**config.mk**
```make
export PLATFORM = sky130hd
export DESIGN_NAME = lut_reverse_search
export DESIGN_NICKNAME = d
export VERILOG_FILES = /design/src/rtl/lut_rev_pkg.sv /design/src/rtl/lut_rev_cmp.sv /design/src/rtl/lut_reverse_search.sv
export SDC_FILE = /design/constraint.sdc
export NUM_CORES = 1
export LEC_CHECK = 0
export BUFFER_PORTS_ARGS = -buffer_cell sky130_fd_sc_hd__buf_4
export CAP_MARGIN = 20
export CORE_MARGIN = 2
export CORE_UTILIZATION = 35
export DETAILED_ROUTE_END_ITERATION = 16
export GPL_TIMING_DRIVEN = 1
export PLACE_DENSITY_LB_ADDON = 0.25
export SYNTH_ARGS = -nofsm -noshare
export SYNTH_HDL_FRONTEND = slang
export SYNTH_HIERARCHICAL = 1
export SYNTH_SLANG_ARGS = --single-unit
```
**constraint.sdc**
```tcl
create_clock -name clk -period 3.72 [get_ports clk]
set_input_delay 0.744 -clock clk [delete_from_list [all_inputs] [get_ports clk]]
set_output_delay 0.744 -clock clk [all_outputs]
set_load 0.02 [all_outputs]
```
**src/rtl/lut_rev_pkg.sv**
```systemverilog
// Shared types and default sizes for the LUT reverse-search block.
package lut_rev_pkg;

    localparam int unsigned DEF_SEL_W = 5;
    localparam int unsigned DEF_VAL_W = 47;

    typedef enum logic [2:0] {
        StIdle,
        StProbe0,
        StSearch,
        StNearest,
        StDone
    } state_e;

endpackage

```
**src/rtl/lut_rev_cmp.sv**
```systemverilog
// Combinational comparisons of the LUT entry against the query.
// With LUT_REV_NEAREST_EN defined, it also reports whether the upper neighbour
// is strictly closer to the query than the latched floor entry.
module lut_rev_cmp
    import lut_rev_pkg::*;
#(
    parameter int unsigned VAL_W = DEF_VAL_W
) (
    input  logic [VAL_W-1:0] lut_val,
    input  logic [VAL_W-1:0] query,
    output logic             le,
    output logic             eq
`ifdef LUT_REV_NEAREST_EN
    ,
    input  logic [VAL_W-1:0] floor_val,
    output logic             up_closer
`endif
);

    assign le = (lut_val <= query);
    assign eq = (lut_val == query);

`ifdef LUT_REV_NEAREST_EN
    logic [VAL_W-1:0] dist_up;
    logic [VAL_W-1:0] dist_dn;

    // This result is only meaningful when floor_val <= query < lut_val.
    // The top module qualifies it accordingly.
    assign dist_up   = lut_val - query;
    assign dist_dn   = query - floor_val;
    assign up_closer = (dist_up < dist_dn);
`endif

endmodule

```
**src/rtl/lut_reverse_search.sv**
```systemverilog
// Inverse lookup for a non-decreasing LUT. It returns the largest index whose
// entry is <= the query. The search is binary, one bit per cycle, and drives
// the table's sel input. The table answers combinationally on lut_val.
// With LUT_REV_NEAREST_EN defined, an extra NEAREST step may round up to
// idx+1 when that entry is strictly closer to the query.
module lut_reverse_search
    import lut_rev_pkg::*;
#(
    parameter int unsigned SEL_W = DEF_SEL_W,
    parameter int unsigned VAL_W = DEF_VAL_W
) (
    input  logic             clk,
    input  logic             reset,
    input  logic             req_valid,
    output logic             req_ready,
    input  logic [VAL_W-1:0] req_val,
    output logic [SEL_W-1:0] lut_sel,
    input  logic [VAL_W-1:0] lut_val,
    output logic             rsp_valid,
    input  logic             rsp_ready,
    output logic [SEL_W-1:0] rsp_idx,
    output logic             rsp_exact,
    output logic             rsp_under
);

    localparam logic [SEL_W-1:0] TOP_BIT = SEL_W'(1) << (SEL_W - 1);

    state_e           state_q, state_d;
    logic             req_ready_q, req_ready_d;
    logic             rsp_valid_q, rsp_valid_d;
    logic [SEL_W-1:0] lut_sel_q, lut_sel_d;
    logic [SEL_W-1:0] bit_q, bit_d;        // one-hot: index bit under test
    logic [SEL_W-1:0] idx_q, idx_d;
    logic             eq_q, eq_d;
    logic             under_q, under_d;
    logic [VAL_W-1:0] query_q, query_d;
    logic [SEL_W-1:0] new_idx;
    logic             le;
    logic             eq;
`ifdef LUT_REV_NEAREST_EN
    logic [VAL_W-1:0] floor_q, floor_d;    // entry[idx], tracked during SEARCH
    logic             up_closer;
`endif

    lut_rev_cmp #(
        .VAL_W (VAL_W)
    ) u_cmp (
        .lut_val   (lut_val),
        .query     (query_q),
        .le        (le),
        .eq        (eq)
`ifdef LUT_REV_NEAREST_EN
        ,
        .floor_val (floor_q),
        .up_closer (up_closer)
`endif
    );

    // Next-state logic for the FSM and the search datapath.
    always_comb begin
        state_d     = state_q;
        req_ready_d = req_ready_q;
        rsp_valid_d = rsp_valid_q;
        lut_sel_d   = lut_sel_q;
        bit_d       = bit_q;
        idx_d       = idx_q;
        eq_d        = eq_q;
        under_d     = under_q;
        query_d     = query_q;
`ifdef LUT_REV_NEAREST_EN
        floor_d     = floor_q;
`endif
        // In SEARCH, lut_sel is the candidate idx|bit. Keep it if its entry fits.
        new_idx     = le ? lut_sel_q : idx_q;

        unique case (state_q)
            StIdle: begin
                if (!req_ready_q) begin
                    // First cycle out of reset. Raise ready, do not accept yet.
                    req_ready_d = 1'b1;
                end else if (req_valid) begin
                    query_d     = req_val;
                    req_ready_d = 1'b0;
                    lut_sel_d   = '0;
                    state_d     = StProbe0;
                end
            end
            StProbe0: begin
                under_d   = ~le;
                eq_d      = eq;
                idx_d     = '0;
                bit_d     = TOP_BIT;
                lut_sel_d = TOP_BIT;
`ifdef LUT_REV_NEAREST_EN
                floor_d   = lut_val;
`endif
                state_d   = StSearch;
            end
            StSearch: begin
                idx_d = new_idx;
                if (le) begin
                    eq_d = eq;
`ifdef LUT_REV_NEAREST_EN
                    floor_d = lut_val;
`endif
                end
                if (bit_q[0]) begin
`ifdef LUT_REV_NEAREST_EN
                    // Probe the upper neighbour. Saturate at the last index.
                    lut_sel_d = (&new_idx) ? new_idx : new_idx + SEL_W'(1);
                    state_d   = StNearest;
`else
                    state_d   = StDone;
`endif
                end else begin
                    bit_d     = bit_q >> 1;
                    lut_sel_d = new_idx | (bit_q >> 1);
                end
            end
`ifdef LUT_REV_NEAREST_EN
            StNearest: begin
                // A tie keeps the lower index, because up_closer is a strict compare.
                if (!eq_q && !under_q && !(&idx_q) && up_closer) begin
                    idx_d = idx_q + SEL_W'(1);
                end
                state_d = StDone;
            end
`endif
            StDone: begin
                if (!rsp_valid_q) begin
                    rsp_valid_d = 1'b1;
                end else if (rsp_ready) begin
                    rsp_valid_d = 1'b0;
                    req_ready_d = 1'b1;
                    state_d     = StIdle;
                end
            end
            default: begin
                state_d = StIdle;
            end
        endcase
    end

    // State registers. Reset aborts any search in flight.
    always_ff @(posedge clk or negedge reset) begin
        if (!reset) begin
            state_q     <= StIdle;
            req_ready_q <= 1'b0;
            rsp_valid_q <= 1'b0;
            lut_sel_q   <= '0;
            bit_q       <= '0;
            idx_q       <= '0;
            eq_q        <= 1'b0;
            under_q     <= 1'b0;
            query_q     <= '0;
        end else begin
            state_q     <= state_d;
            req_ready_q <= req_ready_d;
            rsp_valid_q <= rsp_valid_d;
            lut_sel_q   <= lut_sel_d;
            bit_q       <= bit_d;
            idx_q       <= idx_d;
            eq_q        <= eq_d;
            under_q     <= under_d;
            query_q     <= query_d;
        end
    end

`ifdef LUT_REV_NEAREST_EN
    // Latched floor entry used by the nearest-rounding step.
    always_ff @(posedge clk or negedge reset) begin
        if (!reset) begin
            floor_q <= '0;
        end else begin
            floor_q <= floor_d;
        end
    end
`endif

    assign req_ready = req_ready_q;
    assign rsp_valid = rsp_valid_q;
    assign lut_sel   = lut_sel_q;
    // An underflow overrides whatever the search path left in idx/eq.
    assign rsp_idx   = under_q ? '0 : idx_q;
    assign rsp_exact = eq_q & ~under_q;
    assign rsp_under = under_q;

endmodule

```
==> summary.md, run 1 <==
| Metric | Value |
|---|---|
| Hold worst-path end | `query_q[1]` |
| WP data arrival | `3110 ps` |
| Syn Inst Count | `357` |
| Max frequency | `344 MHz` |
| Initial antenna violation count | `0` |
| Post-Syn Nets | `about 500` |
| Asr flop ratio synth | `1.00` |
| Minimum clock period | `between 2000 and 3000 ps` |
| Pwr Density | `719 nW/um^2` |
| Post-detail-place hpwl | `6.59 mm` |
| Layout cell share with drive strength beyond 1 | `0.296` |
| Setup bufs post-CTS | `0` |
| Layout net count | `617` |
| Input/output buffers | `around 110` |
| Maximum Capacitance Violations | `0` |
| Post-route DRC | `0` |
| Detailed Routing Iterations Pass 1 | `4` |
| Routed Wire Length | `8.68 mm` |
| Cell repeated most along the worst path | `buf_4` |
| Root Buffer | `clkbuf_16` |
| Worst-skew pair later-pin latency | `320 ps` |
| First-pass GRT wire length | `14.0 mm` |
| Netlist cell types | `44` |
| Met2 Usage GRT | `0.252` |
| WHS | `about 480 ps` |
| Synth top area share | `0.436` |
| Gr usage total | `0.151` |
| Synthesized area | `3960 um^2` |
| # fillers | `between 1000 and 1500` |
| CTS Buffer Depth | `2` |
| CP Max Fanout | `7` |
| # setup viols final | `0` |
| Post-CTS Hold Fix Bufs | `0` |
| Yosys top cell by area | `dfrtp_1` |
| TritonCTS Sinks | `69` |
| Final setup margin | `813 ps` |
| Hold Vio Cnt, Final | `0` |
| DRT iter0 DRCs | `104` |
| Post-CTS Resized | `0` |
| Hold Startpoint | `query_q[1]` |
| CTS Buf Count | `9` |
| Clk slew on worst S/H paths | `approximately 50 ps` |
| Worst setup EP type | `register` |
| Worst-margin pin slew | `around 900 ps` |
| Via count | `2963` |
| Vias in the first global route | `3021` |
| Die Area | `~12000 um^2` |
| Fin. max-slew vios | `0` |
| CP Class | `input port to register` |
| Final Cycle Share | `0.782` |
| Multi-input gate area | `1980 um^2` |
| TNS Setup | `0 ps` |
| IO Count | `112` |
| Worst r2r path cells | `11` |
| Met3 Track Usage GR | `0.0388` |
| Leakage power total | `2.66 nW` |
| Top post-synthesis cells by area | `dfrtp_1 (44%), ha_1 (15%), mux2_1 (13%)` |
| Post-route ant nets | `0` |
| Top_reg_cell synth | `dfrtp_1` |
| Gr ovfl total | `0` |
| Reg2reg end | `eq_q` |
| Layout Skew | `just under 6 ps` |
| Drt wl/cell | `14.1 um` |
| FF+latch area | `1730 um^2` |
| TritonCTS clock tree | `yes` |
| Antenna cells | `0` |
| CP startpoint kind | `input port` |
| Worst EP required | `3930 ps` |
| Hold Crit Class | `register to register` |
| Ys Warns | `6` |
| Die span in x | `110 um` |
| Bufs and invs on worst path | `2` |
| Final Wtd Congestion | `approximately 0.76` |
| Vias per inst | `about 4.8` |
| Critical Path Max Stage Delay | `460 ps` |
| Chip height | `approximately 110 um` |
| Average size of a mapped cell | `11.1 um^2` |
| Largest net degree at the start of global routing | `70` |
| Worst vdd ir | `0.320 mV` |
| Crit-path leading delay family | `compound AO/OA/AOI/OAI gates` |
| Cell depth of the worst setup path | `11` |
| FF-to-FF Start | `query_q[26]` |
| H-tree levels | `3` |
| Initial Utilization | `0.362` |
| Met1 Track Usage GR | `0.196` |
| Row count | `38` |
| Core box area | `around 11000 um^2` |
| DP Worst Slack | `469 ps` |
| EDFF count, synth | `0` |
| P&R area growth vs syn | `31.8%` |
| Slowest-stage cell, CP | `o311ai_0` |
| CP Cell Sequence | `buf_4, ha_1, a21oi_1, o21ai_0, o311ai_0, buf_4, a31oi_1, o22ai_1, and2_1, nor2_2, mux2_4` |
| Worst R2R Setup Slack | `about 1000 ps` |
| Sequential element share of the synthesized area | `0.436` |
| GR peak layer | `met2` |
| Hold depth | `1` |
| Status | `finished clean` |
| RSZ-0062 raised after global routing | `false` |
| Worst rel slew slack | `0.397` |
| Yosys reg bits | `69` |
-- sequential cells by signal, indices dropped and copies added, names as in the netlist --
signal / count
bit_q: 5
eq_q: 1
idx_q: 5
lut_sel: 5
query_q: 47
req_ready: 1
rsp_under: 1
rsp_valid: 1
state_q: 3
-- per-layer routing --
layer	routed length [um]	share of wire
met2	3940	0.45
met4	91	0.010
met1	4140	0.48
met5	0	0
met3	513	0.059
-- synthesized netlist by cell type (2+ instances only) --
cell type / number
o21ai_0: 6
buf_4: 3
o21ai_1: 2
and4_1: 2
a21oi_1: 24
a21o_1: 5
nand3_1: 6
inv_1: 53
nor2b_1: 7
a31oi_1: 2
buf_2: 4
clkbuf_1: 3
and2_1: 3
nor4_2: 2
nand4_1: 6
nand3b_1: 3
mux2_1: 47
a22o_1: 5
nand2_1: 15
o22a_1: 4
nor2_1: 10
o31ai_1: 3
nand4_2: 2
a211oi_1: 2
ha_1: 47
o31a_1: 5
dfrtp_1: 69
-- kinds of logic after synthesis --
family,count (synthesis),synth area share
flip-flops,69,0.436
AO/OA/AOI/OAI,67,0.114
buffers and inverters,64,0.0667
AND/OR/NAND/NOR,61,0.0948
multiplexers,49,0.140
adder cells (fa/ha/maj),47,0.148
-- power breakdown --
| part | internal (W) | switching [W] | leakage [nW] | total, W |
|---|---|---|---|---|
| Combinational | 0.000802 | 0.000826 | 1.68 | 0.00163 |
| Clock | 0.000484 | 0.000308 | 0.138 | 0.000792 |
| Sequential | 0.00111 | 0.000227 | 0.839 | 0.00134 |
| Total | 0.00240 | 0.00136 | 2.66 | 0.00376 |
-- worst reg2reg max path: cells and delay by family, from the launching register on --
kind / cells / cell delay, ps
adders and majority gates: 1 / 300
muxes: 1 / 310
AOI/OAI and AO/OA: 5 / 1000
and+or+nand+nor: 2 / 450
DFF: 1 / 340
buffers and inverters: 2 / 230
-- metrics by stage --
step / instances / power [W] / instance area, um^2 / util
2_1_floorplan: 357 / 0.00251 / 3960 / -
4_1_cts: 617 / 0.00380 / 5220 / 0.477
5_1_grt: 617 / 0.00410 / 5220 / 0.477
6_report: 617 / 0.00376 / 5220 / 0.477
3_5_place_dp: 601 / 0.00299 / 4940 / 0.452
3_3_place_gp: 601 / 0.00293 / 4940 / 0.452
-- how the worst max path moves through the flow --
| stage | from | to | slack (ps) |
|---|---|---|---|
| after detailed placement | lut_val[26] | eq_q | 470 |
| final | lut_val[26] | eq_q | 810 |
| after global routing | lut_val[26] | eq_q | 570 |
| after CTS | lut_val[26] | eq_q | 770 |
| after global placement | lut_val[16] | eq_q | 450 |
| after floorplan | lut_val[45] | eq_q | 880 |
-- cells in the final DEF, fill, tap and decap left out, types with 3 or more instances in the layout --
master     Yosys  final
clkinv_2       0      3
mux2_1        47     47
dfrtp_1       69     69
nor2_1        10     10
nand3_1        6      6
ha_1          47     47
o22a_1         4      4
a21oi_1       24     24
buf_4          3    115
nand4_1        6      6
nand3b_1       3      3
nand2_1       15     15
o31a_1         5      5
a21o_1         5      5
inv_1         53     53
a22o_1         5      5
o31ai_1        3      3
nor2b_1        7      7
and2_1         3      3
clkbuf_16      0      9
o21ai_0        6      6
-- cell type report --
cell class,count,area share
clock buffer,12,0.0491
clock inverter,4,0.00431
inverter,53,0.0381
multi-input combinational,224,0.379
sequential,69,0.331
tap,140,0.0335
timing repair buffer,115,0.165
(Power assumes the default switching activity.)
==> run 2, diff against run 1 <==
--- a/config.mk
+++ b/config.mk
@@ -5,6 +5,7 @@
 export SDC_FILE = /design/constraint.sdc
 export NUM_CORES = 1
 export LEC_CHECK = 0
+export ABC_AREA = 1
 export BUFFER_PORTS_ARGS = -buffer_cell sky130_fd_sc_hd__buf_4
 export CAP_MARGIN = 20
 export CORE_MARGIN = 2
==> constraint.sdc (replaced) <==
create_clock -name clk -period 2.5 [get_ports clk]
set_input_delay 0.5 -clock clk [delete_from_list [all_inputs] [get_ports clk]]
set_output_delay 0.5 -clock clk [all_outputs]
set_load 0.02 [all_outputs]
==> run 2 against run 1 <==
Net effect: critical endpoint is now lut_sel[0]; final area increased by 4.8%; die area increased by 6.4%; largest cell class unchanged; non-clock buffer count decreased by 2; utilization decreased by 1.8 points; via count increased by 31%; clock power increased by 63%; synthesized cell count increased by 60%.
==> summary.md, run 2 <==
| Metric | Value |
|---|---|
| Status | `finished clean` |
| Post-CTS Hold Fix Bufs | `0` |
| IO Count | `between 100 and 150` |
| Initial antenna violation count | `0` |
| WP data arrival | `2390 ps` |
| Minimum clock period | `roughly 2200 ps` |
| # setup viols final | `0` |
| Layout cell share with drive strength beyond 1 | `0.217` |
| Asr flop ratio synth | `1.00` |
| Root Buffer | `clkbuf_16` |
| Yosys top cell by area | `dfrtp_1` |
| Worst rel slew slack | `0.407` |
| Hold Crit Class | `input port to asynchronous set/reset pin` |
| Setup bufs post-CTS | `0` |
| Largest register FFs | `47` |
| Worst r2r path cells | `18` |
| Worst-skew pair later-pin latency | `~340 ps` |
| Layout net count | `about 830` |
| Post-route ant nets | `0` |
| TritonCTS clock tree | `yes` |
| FF+latch area | `1730 um^2` |
| H-tree levels | `3` |
| Critical Path End | `lut_sel[0]` |
| Fin. max-slew vios | `0` |
| Final Wtd Congestion | `between 0.8 and 0.9` |
| Cell depth of the worst setup path | `18` |
| Met3 Track Usage GR | `0.0462` |
| Layout Skew | `6.91 ps` |
| Gr ovfl total | `0` |
| Post-CTS Resized | `0` |
| Most common library cells after synthesis | `nand2_1 (258), inv_1 (80), dfrtp_1 (69)` |
| Vias per inst | `about 4.6` |
| Average size of a mapped cell | `roughly 7.4 um^2` |
| Chip height | `114 um` |
| Sequential element share of the synthesized area | `0.409` |
| Die span in x | `114 um` |
| CTS Buffer Depth | `2` |
| Initial Utilization | `0.355` |
| CTS Buf Count | `9` |
| Antenna cells | `0` |
| Met2 Usage GRT | `0.291` |
| CP Max Fanout | `6` |
| FF-to-FF Start | `query_q[38]` |
| Worst R2R Setup Slack | `roughly 330 ps` |
| Die Area | `13000 um^2` |
| Leakage power total | `3.15 nW` |
| DRT iter0 DRCs | `154` |
| Crit-path leading delay family | `simple AND/OR/NAND/NOR gates` |
| Worst setup EP type | `register` |
| Core box area | `around 12000 um^2` |
| CP startpoint kind | `register` |
| Ys Warns | `6` |
| Bufs and invs on worst path | `4` |
| RSZ-0062 raised after global routing | `false` |
| Critical Path Max Stage Delay | `340 ps` |
| Clk slew on worst S/H paths | `60 ps` |
| Syn Inst Count | `571` |
| GR peak layer | `met2` |
| Vias in the first global route | `3919` |
| Via count | `3868` |
| EDFF count, synth | `0` |
| CP Cell Sequence | `inv_1, ha_1, nand2_1, nor2_1, inv_1, nor2_1, nand2_1, nor2_1, nand2_1, nand3_2, nand2_1, buf_4, nand2_1, nand3_1, nand2_1, inv_1, nand3_1, nand2_1` |
| # fillers | `approximately 1200` |
| TNS Setup | `0 ps` |
| Hold Vio Cnt, Final | `0` |
| Routed Wire Length | `10.6 mm` |
| Leading cell type in the layout, fill and taps excluded | `nand2_1` |
| Pwr Density | `1080 nW/um^2` |
| Post-detail-place hpwl | `7.97 mm` |
| Register with the most flip-flops | `query_q` |
| Met1 Track Usage GR | `0.226` |
| CP Class | `register to register` |
| P&R area growth vs syn | `29.5%` |
| TritonCTS Sinks | `69` |
| Multi-input gate area | `2070 um^2` |
| Post-route DRC | `0` |
| Synthesized area | `4220 um^2` |
| Power consumption | `0.00589 W` |
| Detailed Routing Iterations Pass 1 | `4` |
| Input/output buffers | `111` |
| Synth top area share | `0.409` |
| Largest net degree at the start of global routing | `70` |
| Cell repeated most along the worst path | `nand2_1` |
| Most frequent cells in the layout | `nand2_1 (258), buf_4 (113), inv_1 (80)` |
| Post-Syn Nets | `716` |
| Worst-margin pin slew | `just under 900 ps` |
| Drt wl/cell | `12.7 um` |
| Netlist cell types | `26` |
| Reg2reg end | `lut_sel[0]` |
| Final Cycle Share | `0.868` |
| Most frequent cell after synthesis | `nand2_1` |
| Crit path launch | `query_q[38]` |
| Slowest-stage cell, CP | `dfrtp_1` |
| Maximum Capacitance Violations | `0` |
| Worst vdd ir | `between 0.4 and 0.5 mV` |
| First-pass GRT wire length | `around 18 mm` |
| Max frequency | `461 MHz` |
| Top_reg_cell synth | `dfrtp_1` |
| Yosys reg bits | `69` |
| Row count | `40` |
| Top post-synthesis cells by area | `dfrtp_1 (41%), nand2_1 (23%), ha_1 (14%)` |
| Gr usage total | `0.176` |
| Worst EP required | `2720 ps` |
| WHS | `between 200 and 300 ps` |
==> run 2: cell count changes after synthesis, moves of 6 or more <==
| cell | before | now |
|---|---|---|
| inv_2 | 0 | 10 |
| inv_1 | 53 | 80 |
| nand3_1 | 6 | 15 |
| mux2_1 | 47 | 0 |
| a21oi_1 | 24 | 18 |
| nand2_1 | 15 | 258 |
| nor2b_1 | 7 | 0 |
| o21ai_0 | 6 | 13 |
| nor2_1 | 10 | 23 |
==> run 2: worst min-delay path by stage <==
stage	start	endpoint	slack, ps	cells after the start
3_5_place_dp	query_q[34]	query_q[34]	460	2
6_report	reset	query_q[29]	300	1
5_1_grt	req_val[33]	query_q[33]	360	3
3_3_place_gp	query_q[34]	query_q[34]	450	2
2_1_floorplan	reset	bit_q[0]	200	0
4_1_cts	reset	query_q[4]	340	1
==> run 2: layout make-up <==
type / count / share of cell area
inverters: 92 / 0.0631
clock buffers: 11 / 0.0462
well taps: 147 / 0.0336
repair buffers: 113 / 0.155
clock inverters: 4 / 0.00869
flip-flops and latches: 69 / 0.316
multi-input cells: 399 / 0.378
==> run 2: routing by layer <==
layer	vias up	share of wire
li1	1978	-
met1	1781	0.47
met2	97	0.47
met3	12	0.055
met4	0	0.014
met5	-	0
==> run 2: power breakdown <==
part	leakage (nW)	switching [W]	total (W)	internal, W
sequential	0.876	0.000307	0.00192	0.00162
clock	0.147	0.000470	0.00129	0.000817
combinational	2.12	0.00168	0.00268	0.00101
==> run 2: logic make-up after synthesis <==
kind of cell	Yosys count	synth area share
and+or+nand+nor	315	0.303
buffers and inverters	103	0.102
DFF	69	0.409
adders and majority gates	47	0.139
AOI/OAI and AO/OA	37	0.0468
==> run 2: through the flow <==
step | setup slack, ps | area [um^2] | std cells | utilization
2_1_floorplan | 480 | 4220 | 571 | -
3_3_place_gp | 137 | 5170 | 820 | 0.434
3_5_place_dp | 105 | 5170 | 820 | 0.434
4_1_cts | 323 | 5470 | 835 | 0.459
5_1_grt | 72.0 | 5470 | 835 | 0.459
6_report | 331 | 5470 | 835 | 0.459
==> run 3, diff against run 2 <==
--- a/config.mk
+++ b/config.mk
@@ -13,6 +13,7 @@
 export DETAILED_ROUTE_END_ITERATION = 16
 export GPL_TIMING_DRIVEN = 1
 export PLACE_DENSITY_LB_ADDON = 0.25
+export REMOVE_ABC_BUFFERS = 1
 export SYNTH_ARGS = -nofsm -noshare
 export SYNTH_HDL_FRONTEND = slang
 export SYNTH_HIERARCHICAL = 1
==> run 3 against run 2 <==
Net effect: first-iteration DRC count grew 39%; non-clock buffer count grew 3; count of clock-buffer cells in the layout shrank 1; global-route usage shrank 0.29 points; via count shrank 1.8%; combinational power grew 1%; critical endpoint unchanged; largest power group unchanged.
==> summary.md, run 3 (synthesis results as in run 2) <==
| Metric | Value |
|---|---|
| Status | `finished clean` |
| Post-CTS Resized | `0` |
| Input/output buffers | `111` |
| Layout cell share with drive strength beyond 1 | `0.221` |
| DRT iter0 DRCs | `214` |
| H-tree levels | `3` |
| Drt wl/cell | `12.6 um` |
| Bufs and invs on worst path | `4` |
| Post-CTS Hold Fix Bufs | `0` |
| Die Area | `approximately 13000 um^2` |
| Cell repeated most along the worst path | `nand2_1` |
| TNS Setup | `0 ps` |
| Layout net count | `832` |
| Routed Wire Length | `10.6 mm` |
| Leakage power total | `3.15 nW` |
| Hold Vio Cnt, Final | `0` |
| TritonCTS Sinks | `69` |
| Gr ovfl total | `0` |
| Final Wtd Congestion | `0.842` |
| IO Count | `112` |
| DP Worst Slack | `64.9 ps` |
| Worst vdd ir | `0.413 mV` |
| Worst rel slew slack | `0.399` |
| RSZ-0062 raised after global routing | `false` |
| Worst-margin pin slew | `901 ps` |
| FF-to-FF Start | `query_q[30]` |
| Leading cell type in the layout, fill and taps excluded | `nand2_1` |
| CP startpoint kind | `register` |
| Crit-path leading delay family | `simple AND/OR/NAND/NOR gates` |
| Worst setup EP type | `register` |
| Largest net degree at the start of global routing | `70` |
| Fin. max-slew vios | `0` |
| Clk slew on worst S/H paths | `approximately 60 ps` |
| Chip height | `between 100 and 150 um` |
| Core box area | `between 10000 and 15000 um^2` |
| Register with the most flip-flops | `query_q` |
| Final Cycle Share | `0.890` |
| CTS Buf Count | `9` |
| WP data arrival | `2450 ps` |
| Root Buffer | `clkbuf_16` |
| Largest register FFs | `47` |
| Most frequent cells in the layout | `nand2_1 (258), buf_4 (115), inv_1 (80)` |
| Initial Utilization | `0.355` |
| Worst EP required | `2720 ps` |
| Minimum clock period | `2220 ps` |
| Via count | `3799` |
| Antenna cells | `0` |
| Worst R2R Setup Slack | `about 280 ps` |
| Die span in x | `114 um` |
| Post-route DRC | `0` |
| Hold Crit Class | `input port to asynchronous set/reset pin` |
| P&R area growth vs syn | `29.8%` |
| CP Max Fanout | `6` |
| Gr usage total | `0.174` |
| Layout Skew | `4.49 ps` |
| Vias per inst | `4.53` |
| Detailed Routing Iterations Pass 1 | `4` |
| Pwr Density | `1060 nW/um^2` |
| Maximum Capacitance Violations | `0` |
| First-pass GRT wire length | `roughly 18 mm` |
| CP Cell Sequence | `inv_1, ha_1, nand2_1, inv_2, nand3_1, nor2_1, nand3_2, nor2_1, nand2_1, nand3_2, nand2_1, buf_4, nand2_1, nand3_1, nand2_1, inv_1, nand3_1, nand2_1` |
| CP Class | `register to register` |
| Post-detail-place hpwl | `8.15 mm` |
| Crit path launch | `query_q[30]` |
| Post-route ant nets | `0` |
| Max frequency | `450 MHz` |
| # setup viols final | `0` |
| Setup bufs post-CTS | `0` |
| TritonCTS clock tree | `yes` |
| Row count | `40` |
| CTS Buffer Depth | `2` |
| Critical Path Max Stage Delay | `340 ps` |
| Final setup margin | `275 ps` |
| Placed Area | `between 5000 and 6000 um^2` |
| Final instance area | `5480 um^2` |
| # fillers | `roughly 1200` |
| Initial antenna violation count | `0` |
| Worst-skew pair later-pin latency | `approximately 330 ps` |
| Slowest-stage cell, CP | `dfrtp_1` |
| Vias in the first global route | `between 3000 and 4000` |
[run 3: changes by cell type in the layout (fill, tap and decap cells not counted), sizes merged]
cell      delta
bufinv       -1
clkbuf       -1
buf          +3
clkinv       +2
clkinvlp     +1
[run 3: final cells by class]
| class | count | area (um^2) | share of cell area |
|---|---|---|---|
| multi-input cells | 399 | 2070 | 0.377 |
| clock inverters | 6 | 38.8 | 0.00707 |
| flip-flops and latches | 69 | 1730 | 0.315 |
| clock buffers | 10 | 239 | 0.0436 |
| inverters | 92 | 345 | 0.0630 |
| well taps | 147 | 184 | 0.0335 |
| repair buffers | 116 | 883 | 0.161 |
[run 3: where the power goes]
part	switching (W)	internal, W
clock network	0.000491	0.000694
logic	0.00168	0.00104
registers	0.000292	0.00162
total	0.00246	0.00335
[run 3: path summary, 6_finish.rpt]
path                          endpoint  depth (start not counted)
max                         lut_sel[0]                         18
max reg2reg                 lut_sel[0]                         18
min in group clk           query_q[30]                          3
max in group asynchronous     bit_q[4]                          1
min reg2reg                query_q[30]                          2
min                        query_q[38]                          1
[run 3: per-stage QoR]
stage	instances	util	hold WS, ps	total power (W)
floorplan	560	-	204	0.00373
global placement	823	0.437	455	0.00456
detailed placement	823	0.437	458	0.00466
CTS	839	0.460	332	0.00589
global route	839	0.460	368	0.00641
finish	839	0.460	302	0.00581
[run 3: per-layer routing]
metal	up-vias	track usage	share of wire
li1	1981	-	-
met1	1723	0.216	0.46
met2	84	0.305	0.48
met3	11	0.0234	0.041
met4	0	0.0683	0.017
met5	-	0	0
